**config.mk**
```make
export PLATFORM = sky130hd
export DESIGN_NAME = uart_tx_arbiter_flat
export DESIGN_NICKNAME = d
export VERILOG_FILES = /design/src/rtl/uart_tx_arbiter_if.sv /design/src/rtl/uart_tx_arbiter.sv /design/src/flat_wrapper.sv
export SDC_FILE = /design/constraint.sdc
export NUM_CORES = 1
export LEC_CHECK = 0
export ABC_AREA = 0
export CAP_MARGIN = 25
export CORE_ASPECT_RATIO = 1.4
export CORE_UTILIZATION = 49
export CTS_CLUSTER_SIZE = 14
export DETAILED_ROUTE_END_ITERATION = 6
export PLACE_DENSITY = 0.83
export SLEW_MARGIN = 20
export SYNTH_ARGS = -nofsm -noshare
export SYNTH_HDL_FRONTEND = slang
export SYNTH_SLANG_ARGS = --single-unit
```
**constraint.sdc**
```tcl
create_clock -name pclk -period 2.05 [get_ports pclk]
set_input_delay 0.41 -clock pclk [delete_from_list [all_inputs] [get_ports pclk]]
set_output_delay 0.41 -clock pclk [all_outputs]
set_load 0.005 [all_outputs]
```
**src/rtl/uart_tx_arbiter_if.sv**
```systemverilog
// Requester and TX-core signal bundle for the shared UART transmitter arbiter.
// The slave modport is the arbiter's view; the master modport is the view of
// the requesters and TX core that surround it.
interface uart_tx_arbiter_if #(
  parameter int unsigned NUM_REQ = 4
) ();

  localparam int unsigned IdW = (NUM_REQ > 1) ? $clog2(NUM_REQ) : 1;

  logic [NUM_REQ-1:0]   req_valid;
  logic [8*NUM_REQ-1:0] req_data;
  logic [NUM_REQ-1:0]   req_last;
  logic [NUM_REQ-1:0]   req_ready;
  logic                 tx_start;
  logic [7:0]           tx_data;
  logic                 tx_done;
  logic                 grant_valid;
  logic [IdW-1:0]       grant_id;
  logic                 tx_err;

  modport slave (
    input  req_valid, req_data, req_last, tx_done,
    output req_ready, tx_start, tx_data, grant_valid, grant_id, tx_err
  );

  modport master (
    output req_valid, req_data, req_last, tx_done,
    input  req_ready, tx_start, tx_data, grant_valid, grant_id, tx_err
  );

endinterface

```
**src/rtl/uart_tx_arbiter.sv**
```systemverilog
// Round-robin arbiter sharing one UART TX core between NUM_REQ byte streams.
// Optionally locks the grant across a packet, sequences the core with a
// start/done handshake and aborts a stuck transfer with a watchdog.
module uart_tx_arbiter #(
  parameter int unsigned NUM_REQ     = 4,
  parameter bit          LOCK_EN     = 1'b1,
  parameter int unsigned TIMEOUT_CYC = 2048
) (
  input logic              pclk,
  input logic              prst,
  uart_tx_arbiter_if.slave arb_if
);

  localparam int unsigned IdW = (NUM_REQ > 1) ? $clog2(NUM_REQ) : 1;
  localparam int unsigned WdW = (TIMEOUT_CYC > 2) ? $clog2(TIMEOUT_CYC) : 1;
  localparam logic [WdW-1:0] WdMax = WdW'(TIMEOUT_CYC - 1);

  typedef enum logic [1:0] {StIdle, StLaunch, StWait, StHold} state_e;

  state_e               state_q, state_d;
  logic [IdW-1:0]       rr_ptr_q, rr_ptr_d;
  logic [IdW-1:0]       grant_id_q, grant_id_d;
  logic                 grant_valid_q, grant_valid_d;
  logic [7:0]           tx_data_q, tx_data_d;
  logic                 tx_start_q, tx_start_d;
  logic [NUM_REQ-1:0]   req_ready_q, req_ready_d;
  logic                 tx_err_q, tx_err_d;
  logic [WdW-1:0]       wd_q, wd_d;
  logic                 lock_q, lock_d;

  logic                 lo_hit, hi_hit, arb_hit;
  logic [IdW-1:0]       lo_sel, hi_sel, arb_sel;
  logic [7:0]           arb_data, own_data;
  logic                 arb_last, own_valid, own_last;
  logic [IdW-1:0]       rr_next;
  logic [NUM_REQ-1:0]   arb_onehot, own_onehot;

  // Round-robin pick: lowest valid index at or above rr_ptr, else lowest overall.
  always_comb begin
    lo_hit = 1'b0;
    hi_hit = 1'b0;
    lo_sel = '0;
    hi_sel = '0;
    for (int j = 0; j < int'(NUM_REQ); j++) begin
      if (arb_if.req_valid[j]) begin
        if (!lo_hit) begin
          lo_sel = IdW'(j);
          lo_hit = 1'b1;
        end
        if (!hi_hit && (IdW'(j) >= rr_ptr_q)) begin
          hi_sel = IdW'(j);
          hi_hit = 1'b1;
        end
      end
    end
    arb_hit = lo_hit;
    arb_sel = hi_hit ? hi_sel : lo_sel;
  end

  // Byte/last muxes for the arbitration winner and for the current owner.
  always_comb begin
    arb_data   = '0;
    arb_last   = 1'b0;
    own_data   = '0;
    own_last   = 1'b0;
    own_valid  = 1'b0;
    arb_onehot = '0;
    own_onehot = '0;
    for (int j = 0; j < int'(NUM_REQ); j++) begin
      if (IdW'(j) == arb_sel) begin
        arb_data      = arb_if.req_data[8*j +: 8];
        arb_last      = arb_if.req_last[j];
        arb_onehot[j] = 1'b1;
      end
      if (IdW'(j) == grant_id_q) begin
        own_data      = arb_if.req_data[8*j +: 8];
        own_last      = arb_if.req_last[j];
        own_valid     = arb_if.req_valid[j];
        own_onehot[j] = 1'b1;
      end
    end
  end

  assign rr_next = (grant_id_q == IdW'(NUM_REQ - 1)) ? '0 : grant_id_q + 1'b1;

  // Next-state and registered-output decode for the launch/wait/hold sequencer.
  always_comb begin
    state_d       = state_q;
    rr_ptr_d      = rr_ptr_q;
    grant_id_d    = grant_id_q;
    grant_valid_d = grant_valid_q;
    tx_data_d     = tx_data_q;
    tx_start_d    = 1'b0;
    req_ready_d   = '0;
    tx_err_d      = 1'b0;
    wd_d          = wd_q;
    lock_d        = lock_q;

    unique case (state_q)
      StIdle: begin
        if (arb_hit) begin
          grant_id_d    = arb_sel;
          grant_valid_d = 1'b1;
          tx_data_d     = arb_data;
          lock_d        = LOCK_EN & ~arb_last;
          tx_start_d    = 1'b1;
          req_ready_d   = arb_onehot;
          state_d       = StLaunch;
        end
      end
      StLaunch: begin
        // tx_done during the launch cycle belongs to no transfer of ours.
        wd_d    = '0;
        state_d = StWait;
      end
      StWait: begin
        // tx_done has priority over a coincident timeout.
        if (arb_if.tx_done) begin
          if (lock_q) begin
            wd_d    = '0;
            state_d = StHold;
          end else begin
            grant_valid_d = 1'b0;
            rr_ptr_d      = rr_next;
            state_d       = StIdle;
          end
        end else if (wd_q == WdMax) begin
          tx_err_d      = 1'b1;
          lock_d        = 1'b0;
          grant_valid_d = 1'b0;
          rr_ptr_d      = rr_next;
          state_d       = StIdle;
        end else begin
          wd_d = wd_q + 1'b1;
        end
      end
      StHold: begin
        // Only the owner may continue its packet; others wait for release.
        if (own_valid) begin
          tx_data_d   = own_data;
          lock_d      = LOCK_EN & ~own_last;
          tx_start_d  = 1'b1;
          req_ready_d = own_onehot;
          state_d     = StLaunch;
        end else if (wd_q == WdMax) begin
          tx_err_d      = 1'b1;
          lock_d        = 1'b0;
          grant_valid_d = 1'b0;
          rr_ptr_d      = rr_next;
          state_d       = StIdle;
        end else begin
          wd_d = wd_q + 1'b1;
        end
      end
      default: state_d = StIdle;
    endcase
  end

  // State and output registers with synchronous reset.
  always_ff @(posedge pclk) begin
    if (prst) begin
      state_q       <= StIdle;
      rr_ptr_q      <= '0;
      grant_id_q    <= '0;
      grant_valid_q <= 1'b0;
      tx_data_q     <= '0;
      tx_start_q    <= 1'b0;
      req_ready_q   <= '0;
      tx_err_q      <= 1'b0;
      wd_q          <= '0;
      lock_q        <= 1'b0;
    end else begin
      state_q       <= state_d;
      rr_ptr_q      <= rr_ptr_d;
      grant_id_q    <= grant_id_d;
      grant_valid_q <= grant_valid_d;
      tx_data_q     <= tx_data_d;
      tx_start_q    <= tx_start_d;
      req_ready_q   <= req_ready_d;
      tx_err_q      <= tx_err_d;
      wd_q          <= wd_d;
      lock_q        <= lock_d;
    end
  end

  assign arb_if.tx_start    = tx_start_q;
  assign arb_if.req_ready   = req_ready_q;
  assign arb_if.tx_data     = tx_data_q;
  assign arb_if.grant_valid = grant_valid_q;
  assign arb_if.grant_id    = grant_id_q;
  assign arb_if.tx_err      = tx_err_q;

endmodule

```
**src/flat_wrapper.sv**
```systemverilog
// flat-port wrapper written by rule: the top's interface ports become plain ports
module uart_tx_arbiter_flat 
#(
  parameter int unsigned NUM_REQ     = 4,
  parameter bit          LOCK_EN     = 1'b1,
  parameter int unsigned TIMEOUT_CYC = 2048
)
  (pclk, prst, arb_if_req_valid, arb_if_req_data, arb_if_req_last, arb_if_tx_done, arb_if_req_ready, arb_if_tx_start, arb_if_tx_data, arb_if_grant_valid, arb_if_grant_id, arb_if_tx_err);
  uart_tx_arbiter_if #(.NUM_REQ(NUM_REQ)) arb_if_i ();
  input logic pclk;
  input logic prst;
  input wire logic [$bits(arb_if_i.req_valid)-1:0] arb_if_req_valid;
  input wire logic [$bits(arb_if_i.req_data)-1:0] arb_if_req_data;
  input wire logic [$bits(arb_if_i.req_last)-1:0] arb_if_req_last;
  input wire logic [$bits(arb_if_i.tx_done)-1:0] arb_if_tx_done;
  output wire logic [$bits(arb_if_i.req_ready)-1:0] arb_if_req_ready;
  output wire logic [$bits(arb_if_i.tx_start)-1:0] arb_if_tx_start;
  output wire logic [$bits(arb_if_i.tx_data)-1:0] arb_if_tx_data;
  output wire logic [$bits(arb_if_i.grant_valid)-1:0] arb_if_grant_valid;
  output wire logic [$bits(arb_if_i.grant_id)-1:0] arb_if_grant_id;
  output wire logic [$bits(arb_if_i.tx_err)-1:0] arb_if_tx_err;
  assign arb_if_i.req_valid = arb_if_req_valid;
  assign arb_if_i.req_data = arb_if_req_data;
  assign arb_if_i.req_last = arb_if_req_last;
  assign arb_if_i.tx_done = arb_if_tx_done;
  assign arb_if_req_ready = arb_if_i.req_ready;
  assign arb_if_tx_start = arb_if_i.tx_start;
  assign arb_if_tx_data = arb_if_i.tx_data;
  assign arb_if_grant_valid = arb_if_i.grant_valid;
  assign arb_if_grant_id = arb_if_i.grant_id;
  assign arb_if_tx_err = arb_if_i.tx_err;
  uart_tx_arbiter #(.NUM_REQ(NUM_REQ), .LOCK_EN(LOCK_EN), .TIMEOUT_CYC(TIMEOUT_CYC)) u_core (.pclk(pclk), .prst(prst), .arb_if(arb_if_i));
endmodule
```
### Yosys cells after proc, flatten, opt, wreduce, memory -nomap -nowiden

Index checks and enable logic that the tools add are counted.

| word-level totals | value |
|---|---|
| RAM bits | 0 |
| logic and storage cells | 148 |
| memories kept | 0 |
| register bits after elaboration | 33 |
| memory bits (read-only) | 0 |
| bits in latches | 0 |
| output and inout port bits | 17 |

| cells by class | value |
|---|---|
| divide/modulo/power cells | 0 |
| reductions and logical operators | 19 |
| shift operators | 0 |
| multipliers | 0 |
| add/subtract/negate cells | 2 |
| equal/unequal tests | 17 |
| magnitude comparators | 4 |
| bitwise logic cells | 2 |
| muxes and demuxes | 94 |

Operator list:

| cell | count |
|---|---|
| $mux W8 | 10 |
| $mux W1 | 48 |
| $mux W11 | 4 |
| $mux W2 | 21 |
| $pmux W11 S3 | 1 |
| $pmux W8 S2 | 1 |
| $reduce_and A3 Y1 | 4 |
| $add A11 B1 Y11 const B | 1 |
| $eq A11 B11 Y1 const B | 1 |
| $eq A2 B2 Y1 const A | 4 |
| $mux W4 | 2 |
| $pmux W2 S4 | 1 |
| $pmux W4 S2 | 1 |
| $eq A2 B2 Y1 const B | 3 |
| $logic_not A2 Y1 | 3 |
| $pmux W1 S3 | 2 |
| $reduce_bool A3 Y1 | 2 |
| $eq A1 B2 Y1 const A | 2 |
| $ge A1 B2 Y1 const A | 2 |
| $ge A2 B2 Y1 const A | 2 |
| $ne A2 B1 Y1 const B | 2 |
| $ne A2 B2 Y1 const B | 2 |
| $pmux W1 S2 | 2 |
| $pmux W2 S2 | 1 |
| other kinds (10) | 16 |

### Logic depth before layout (Yosys ltp)

Gate-level depths: netlist of the first run.

| logic depth | value |
|---|---|
| word-level depth | 24 |
| depth in mapped cells | 9 |
| depth with buffers taken out | 8 |

### Worst setup path after synthesis of the first run

Ideal clock, no wire load.

| timing path | value |
|---|---|
| path type | reg2reg |
| start | register u_core.grant_id_q[0] (netlist: u_core.arb_if.grant_id[0]) |
| end | register u_core.wd_q[4] |
| data required time | 1.905 ns |
| clock period less this slack | 1.889 ns |
| stages on the path, launching flop included | 10 |
| slack | 0.161 ns |
| arrival | 1.744 ns |
| path through | dfxtp_1 inv_1 ha_1 a211oi_1 o21ai_1 a31oi_2 buf_2 nand3_1 xnor2_1 nor2_1 |

| between the ends | value |
|---|---|
| cells in the longest elaborated chain, start to end | 7 |
| elaborated cells between the ends (all ways) | 10 |
| classes of those cells | 4 x eq/ne; 4 x mux; 2 x reduce/logical |

RTL lines:

| what | line | source |
|---|---|---|
| start, declared | uart_tx_arbiter.sv:22 | `logic [IdW-1:0] grant_id_q, grant_id_d;` |
| start signal, assigned | uart_tx_arbiter.sv:175 | `grant_id_q <= grant_id_d;` |
| $logic_not A2 Y1 | uart_tx_arbiter.sv:75 | `if (IdW'(j) == grant_id_q) begin` |
| $mux W1 (3 in a row) | uart_tx_arbiter.sv:75 |  |
| $mux W1 (*) | uart_tx_arbiter.sv:75 |  |
| $ne A2 B2 Y1 (no line) (*) | -- |  |
| $reduce_and A3 Y1 (no line) (*) | -- |  |
| end signal, assigned | uart_tx_arbiter.sv:181 | `wd_q <= wd_d;` |
| end, declared | uart_tx_arbiter.sv:28 | `logic [WdW-1:0] wd_q, wd_d;` |

Mark *: on every way between the ends. The rest lies on a longest branch, timed or not.
A chain may end at the register's enable or synchronous reset.

### Final worst setup path of the first run

| timing path | value |
|---|---|
| start | input arb_if_req_valid[2] |
| end | register u_core.tx_data_q[5] (netlist: u_core.arb_if.tx_data[5]) |

| between the ends | value |
|---|---|
| cells in the longest elaborated chain, start to end | 13 |
| elaborated cells between the ends (all ways) | 29 |
| classes of those cells | 5 x eq/ne; 20 x mux; 4 x reduce/logical |

RTL lines:

| what | line | source |
|---|---|---|
| start, declared | flat_wrapper.sv:12 | `input wire logic [$bits(arb_if_i.req_valid)-1:0] arb_if_req_valid;` |
| $mux W1 | uart_tx_arbiter.sv:45 | `if (arb_if.req_valid[j]) begin` |
| $logic_not A1 Y1 | uart_tx_arbiter.sv:50 | `if (!hi_hit && (IdW'(j) >= rr_ptr_q)) begin` |
| $logic_and A1 B1 Y1 | uart_tx_arbiter.sv:50 |  |
| $mux W2 or $mux W1 (tied branches) | uart_tx_arbiter.sv:50 |  |
| $mux W2 or $mux W1 (tied branches) | uart_tx_arbiter.sv:45 |  |
| $mux W2 | uart_tx_arbiter.sv:57 | `arb_sel = hi_hit ? hi_sel : lo_sel;` |
| $logic_not A2 Y1 | uart_tx_arbiter.sv:70 | `if (IdW'(j) == arb_sel) begin` |
| $mux W8 (4 in a row) | uart_tx_arbiter.sv:70 |  |
| $mux W8 | uart_tx_arbiter.sv:101 | `if (arb_hit) begin` |
| $pmux W8 S2 | uart_tx_arbiter.sv:99 | `unique case (state_q)` |
| end signal, assigned | uart_tx_arbiter.sv:177 | `tx_data_q <= tx_data_d;` |
| end, declared | uart_tx_arbiter.sv:24 | `logic [7:0] tx_data_q, tx_data_d;` |

Several ways; a longest one is shown, not always the timed one. The select of a mux whose other input is x is not followed.

==> metrics.txt, run 1 <==
largest net degree at the start of global routing 21; HPWL Detailed between 5 and 6 mm; total track usage between 30% and 40%; HP Class reg2reg; Cell Rows 29; syn_nets about 340; WL per Instance 17.1 um; final std cells w/o fill 444; CP Class in2reg; post-synthesis register bit count 33; register area share after synthesis 28.8%; layout cells sized above 1 between 20% and 30%; dpl cell area 3200 um2; Slew @ Worst Pin 620 ps; total core area 4500 um2; Num Clock Sinks 33; Relative slew margins between 50% and 60%; initial DRC count between 150 and 200; TritonCTS clock tree built; RSZ-0062 raised after global routing no; hold buffer count at cts 0; clock root buffer clkbuf_8; Finished Core Util 77.4%; die area 4970 um2; WP data required between 2000 and 2500 ps; ANT nets after route 0; mapped cell area 2300 um2; fillers 319; Slowest cell on crit path dlygate4sd2_1; Final Total Pwr 0.00282 W; startpoint class of the critical path input pin; vias in the first global route 2690; fin nets 434; Yosys top cell area share 28.8%; Area contributors post-synth dfxtp_1 29%, mux2i_1 9.2%, a21oi_1 6.1%; GRT Residual Overflow 0; Initial Util 51.0%; drt total wl 7.60 mm; I/O pin count 60; Num CTS Buffers 5; fin crit share 98.1%; Die W 59.9 um; vias per inst 6.03; # diodes 0; final setup fails 0; Final Cell Area approximately 3500 um2; final hold vios 0; crit path capture type flop; Avg Inst Size Synth 7.97 um2; Worst-path clk slew 80 ps; Max VDD drop 0.654 mV; first-pass GRT wire length 11.7 mm; Slew Limit Fails 0; Synth top cells by count 33 x dfxtp_1, 28 x a21oi_1, 28 x nand2_1; cell chain of the critical path dlygate4sd2_1 > nor2b_1 > a311oi_2 > nor2_2 > buf_12 > mux2i_1 > o22ai_1 > a221o_1; Syn-to-layout area delta 51.8%; minimum clock period 2010 ps; largest fanout on the critical path 10; maxcap violations 0; Most used DFF post-synth dfxtp_1; crit-path max cell delay 380 ps; Final Wtd Congestion 0.812; Longest Clk Path Bufs 2; Distinct cells, synth 56; power density cells 810 nW/um2; initial antenna violation count 0; Post-synth EDFFs 0; DRC Markers 0; YS warnings 0; cell taking the most area after synthesis dfxtp_1; chip height between 80 and 90 um; DP Cell Count approximately 430; most common cell in the synthesized netlist dfxtp_1; Post-Syn Instances 288; Hold Slack 495 ps; leakage power 1.34 nW; CTS H-tree depth 2; asr flop ratio synth 0%; Arrival @ worst endpoint ~2200 ps; Max Clock Freq about 0.50 GHz; Worst Skew 6.37 ps; Clock Latency Late Sink just under 300 ps; DRT Pass-1 Iters 5; port bufs ~60; run status finished clean; vias 2676
[metrics by stage]
| step | TNS (ps) | setup slack, ps |
|---|---|---|
| 2_1_floorplan | 0 | 161 |
| 3_3_place_gp | -4920 | -233 |
| 3_5_place_dp | -6060 | -307 |
| 4_1_cts | 0 | 9.08 |
| 5_1_grt | 0 | 0.261 |
| 6_report | 0 | 38.0 |
[path summary, 6_finish.rpt]
kind                                           from                       end  slack (ps)  cells after the start
worst max-delay path            arb_if_req_valid[2]  u_core.arb_if.tx_data[5]          40                      8
worst max register to register    u_core.state_q[1]             u_core.lock_q          70                      7
worst min-delay path                 u_core.wd_q[1]            u_core.wd_q[1]         500                      2
worst min register to register       u_core.wd_q[1]            u_core.wd_q[1]         500                      2
[cells in the final DEF, fill, tap and decap left out, types with 2 or more instances in the layout]
cell	count
nor4_1	2
nand4_1	2
nor3_1	7
a21oi_1	26
nand2b_1	3
o21a_1	2
dlymetal6s2s_1	2
mux2i_1	21
nand3b_1	9
inv_2	2
a211oi_1	2
ha_1	7
dfxtp_1	31
a221o_1	8
xor2_1	4
buf_4	39
a22oi_1	3
clkbuf_8	5
o22ai_1	8
nor3_2	3
nand2_1	27
inv_1	11
a2111oi_1	2
a31oi_1	2
o21ai_0	9
nor2b_1	3
ha_2	3
nand3_1	11
bufinv_16	2
a221oi_2	2
dfxtp_2	2
nor2_1	23
a41oi_1	2
a21oi_2	3
clkdlybuf4s50_1	55
dlygate4sd2_1	2
o21ai_2	2
and3_1	3
[critical path, delay by kind of cell]
kind            cells  cell delay, ps
simple gates        2             480
buf+inv             2             570
mux                 1             250
compound gates      3             480
[what timing repair did]
item                                    CTS  global route
cloned                                    0             1
setup buffers                             0             1
endpoints found under the setup margin   18            23
pin swaps                                 0             5
gates resized for setup                  11            19
[cell type report]
type	count	area, um2	area share [%]
flip-flops and latches	33	663	19.0
clock buffers	5	68.8	1.97
multi-input cells	227	1620	46.5
repair buffers	101	942	27.0
well taps	62	77.6	2.23
clock inverters	3	65.1	1.87
inverters	13	48.8	1.40
[registers in the layout (all words and copies together) (netlist names)]
signal and cells:
u_core.wd_q 11, u_core.arb_if.tx_data 8, u_core.arb_if.req_ready 4, u_core.arb_if.grant_id 2, u_core.rr_ptr_q 2, u_core.state_q 2
u_core.arb_if.grant_valid 1, u_core.arb_if.tx_err 1, u_core.arb_if.tx_start 1, u_core.lock_q 1
[cell families after synthesis]
| kind of cell | share of synthesized area (%) |
|---|---|
| AOI/OAI and AO/OA | 26.3 |
| xor gates and xnor gates | 1.91 |
| adders and majority gates | 5.45 |
| buffers and inverters | 5.39 |
| DFF | 28.8 |
| muxes | 9.65 |
| and+or+nand+nor | 22.5 |
[routing by layer]
layer | track usage [%] | up-vias | routed length, um
li1 | - | 1252 | -
met1 | 31.5 | 1282 | 2880
met2 | 56.2 | 109 | 4070
met3 | 4.67 | 33 | 332
met4 | 15.2 | 0 | 320
met5 | 0 | - | 0
[power by group]
part	switching [W]	leakage, nW	total (W)	internal, W
registers	0.0000754	0.270	0.000810	0.000735
clock network	0.000270	0.0681	0.000753	0.000483
logic	0.000625	1.00	0.00126	0.000635
total	0.000970	1.34	0.00282	0.00185
(Power assumes the default switching activity.)
==> inputs of run 2 (changes only) <==
--- a/config.mk
+++ b/config.mk
@@ -8,10 +8,10 @@
 export ABC_AREA = 0
 export CAP_MARGIN = 25
 export CORE_ASPECT_RATIO = 1.4
-export CORE_UTILIZATION = 49
+export CORE_UTILIZATION = 25
 export CTS_CLUSTER_SIZE = 14
 export DETAILED_ROUTE_END_ITERATION = 6
-export PLACE_DENSITY = 0.83
+export PLACE_DENSITY = 0.5
 export SLEW_MARGIN = 20
 export SYNTH_ARGS = -nofsm -noshare
 export SYNTH_HDL_FRONTEND = slang
==> metrics.txt, run 2 (synthesized netlist as in run 1, its figures left out) <==
startpoint class of the critical path input pin (unchanged); Num CTS Buffers 5 (unchanged); first-pass GRT wire length 11.9 mm (was 11.7 mm); ANT nets after route 0 (unchanged); Clock Latency Late Sink 290 ps (about the same); WL per Instance 15.2 um (was 17.1 um); power density cells 800 nW/um2 (was 810 nW/um2); leakage power 1.34 nW (about the same); total core area 8980 um2 (was 4500 um2); port bufs 59 (unchanged); hold buffer count at cts 0 (unchanged); vias 2536 (was 2676); Num Clock Sinks 33 (unchanged); final hold vios 0 (unchanged); Max VDD drop 0.346 mV (was 0.654 mV); hold depth 2 (unchanged); largest fanout on the critical path 19 (was 10); total track usage 15.7% (was 30.5%); drt total wl 7.44 mm (was 7.60 mm); Hold Path Sink u_core.wd_q[1] (unchanged); largest net degree at the start of global routing 21 (unchanged); Initial Util 25.6% (was 51.0%); DRC Markers 0 (unchanged); final std cells w/o fill 489 (was 444); sum of negative setup slack 0 ps (unchanged); Hold Startpoint u_core.wd_q[1] (unchanged); crit path capture type flop (unchanged); GRT Residual Overflow 0 (unchanged); worst flop-to-flop path startpoint u_core.arb_if.grant_id[0] (was u_core.state_q[1]); run status finished clean (unchanged); Slowest cell on crit path clkdlybuf4s50_1 (was dlygate4sd2_1); vias per inst 5.19 (was 6.03); Arrival @ worst endpoint 2170 ps (was 2190 ps); Cell Rows 41 (was 29); die area 9580 um2 (was 4970 um2); DP Cell Count 479 (was 434); TritonCTS clock tree built (unchanged); Longest Clk Path Bufs 2 (unchanged); Final Cell Area 3530 um2 (was 3480 um2); most common cell after layout, fill and taps aside clkdlybuf4s50_1 (unchanged); CTS H-tree depth 2 (unchanged); Syn-to-layout area delta 53.8% (was 51.8%); cell chain of the critical path clkdlybuf4s50_1 > buf_4 > a311oi_2 > nor2_2 > buf_12 > mux2_1 > a2bb2oi_1 > a31oi_1 (was dlygate4sd2_1 > nor2b_1 > a311oi_2 > nor2_2 > buf_12 > mux2i_1 > o22ai_1 > a221o_1); Final Wtd Congestion 0.851 (was 0.812); most frequent cells in the layout 56 x clkdlybuf4s50_1, 37 x buf_4, 32 x dfxtp_1 (was 55 x clkdlybuf4s50_1, 39 x buf_4, 31 x dfxtp_1); chip height 115 um (was 83.0 um); I/O pin count 60 (unchanged); clock root buffer clkbuf_16 (was clkbuf_8); Buffers & Inverters on Critical Path 3 (was 2); delay-heaviest family, CP buffers and inverters (unchanged); Relative slew margins 56.0% (was 58.4%); Worst-path clk slew 60 ps (was 80 ps); Top reg by flops u_core.wd_q (unchanged); vias in the first global route 2521 (was 2690); Worst Skew 8.16 ps (was 6.37 ps); # diodes 0 (unchanged); HP Class reg2reg (unchanged); crit-path max cell delay 460 ps (was 380 ps); CP Class in2reg (unchanged); initial DRC count 102 (was 155); initial antenna violation count 0 (unchanged); DRT Pass-1 Iters 5 (unchanged); layout cells sized above 1 20.2% (was 21.5%); final setup fails 0 (unchanged); Final Total Pwr 0.00283 W (was 0.00282 W); WP data required 2260 ps (was 2230 ps); HPWL Detailed 5.68 mm (was 5.09 mm); dpl cell area 3280 um2 (was 3200 um2); Hold Slack 495 ps (about the same); Slew @ Worst Pin 655 ps (was 620 ps); RSZ-0062 raised after global routing no (unchanged); Max Clock Freq 0.512 GHz (was 0.497 GHz); number of flip-flops in the largest register 11 (unchanged); flop-to-flop setup slack 120 ps (was 70 ps); fin nets 434 (unchanged); reg-to-reg endpoint u_core.rr_ptr_q[1] (was u_core.lock_q); Slew Limit Fails 0 (unchanged); fin crit share 95.2% (was 98.1%); FF-to-FF path depth 9 (was 7); Die W 83.0 um (was 59.9 um); minimum clock period 1950 ps (was 2010 ps); maxcap violations 0 (unchanged)
run 2: cell count changes in the layout (fill, tap and decap cells not counted), moves of 2 or more:
cell	previous run	this run
a221oi_1	0	2
a221oi_2	2	0
buf_12	1	3
buf_4	39	37
bufinv_16	2	0
clkbuf_16	1	5
clkbuf_8	5	0
clkinvlp_4	0	3
run 2: area by class of cell:
cell class	instances	area, um2
clock inverter	3	22.5
timing repair buffer	101	948
sequential	33	662
inverter	13	48.8
tap	107	134
clock buffer	5	125
multi-input combinational	227	1590
fill	930	5450
run 2: how the worst max path moves through the flow:
stage / startpoint / end / depth (start not counted)
finish: arb_if_req_valid[3] / u_core.lock_q / 8
global route: u_core.arb_if.grant_id[0] / u_core.arb_if.tx_data[1] / 8
floorplan: u_core.arb_if.grant_id[0] / u_core.wd_q[4] / 9
detailed placement: arb_if_req_valid[0] / u_core.arb_if.tx_data[6] / 6
CTS: arb_if_req_valid[0] / u_core.arb_if.tx_data[6] / 6
global placement: arb_if_req_valid[0] / u_core.lock_q / 8
run 2: stage by stage:
step | utilization, % | worst slack [ps]
final | 39.3 | 98.0
after global routing | 39.3 | 0.854
after CTS | 38.6 | -8.31
after detailed placement | 36.6 | -313
after global placement | 36.6 | -274
after floorplan | - | 161
run 2: routing by layer:
metal	vias up	wire length (um)	global-route usage, %
li1	1255	-	-
met1	1207	2980	16.2
met2	66	4090	31.5
met3	8	253	2.51
met4	0	110	5.86
met5	-	0	0
run 2: tightest hold or removal path: stages, from the launching register on:
cell and delay [ps]:
dfxtp_1 330, nand2_1 60, a21oi_1 50
run 2: timing repair:
item / 4_1_cts / 5_1_grt
resized for setup: 8 / 15
cloned: 1 / 0
pin swaps: 1 / 3
hold endpoints to repair: 0 / 0
endpoints found under the setup margin: 18 / 25
buffers inserted: 0 / 1
run 2: power breakdown:
part	total (W)	internal (W)	leakage, nW	switching, W
clock network	0.000758	0.000450	0.0621	0.000309
registers	0.000809	0.000735	0.270	0.0000736
logic	0.00126	0.000655	1.01	0.000603
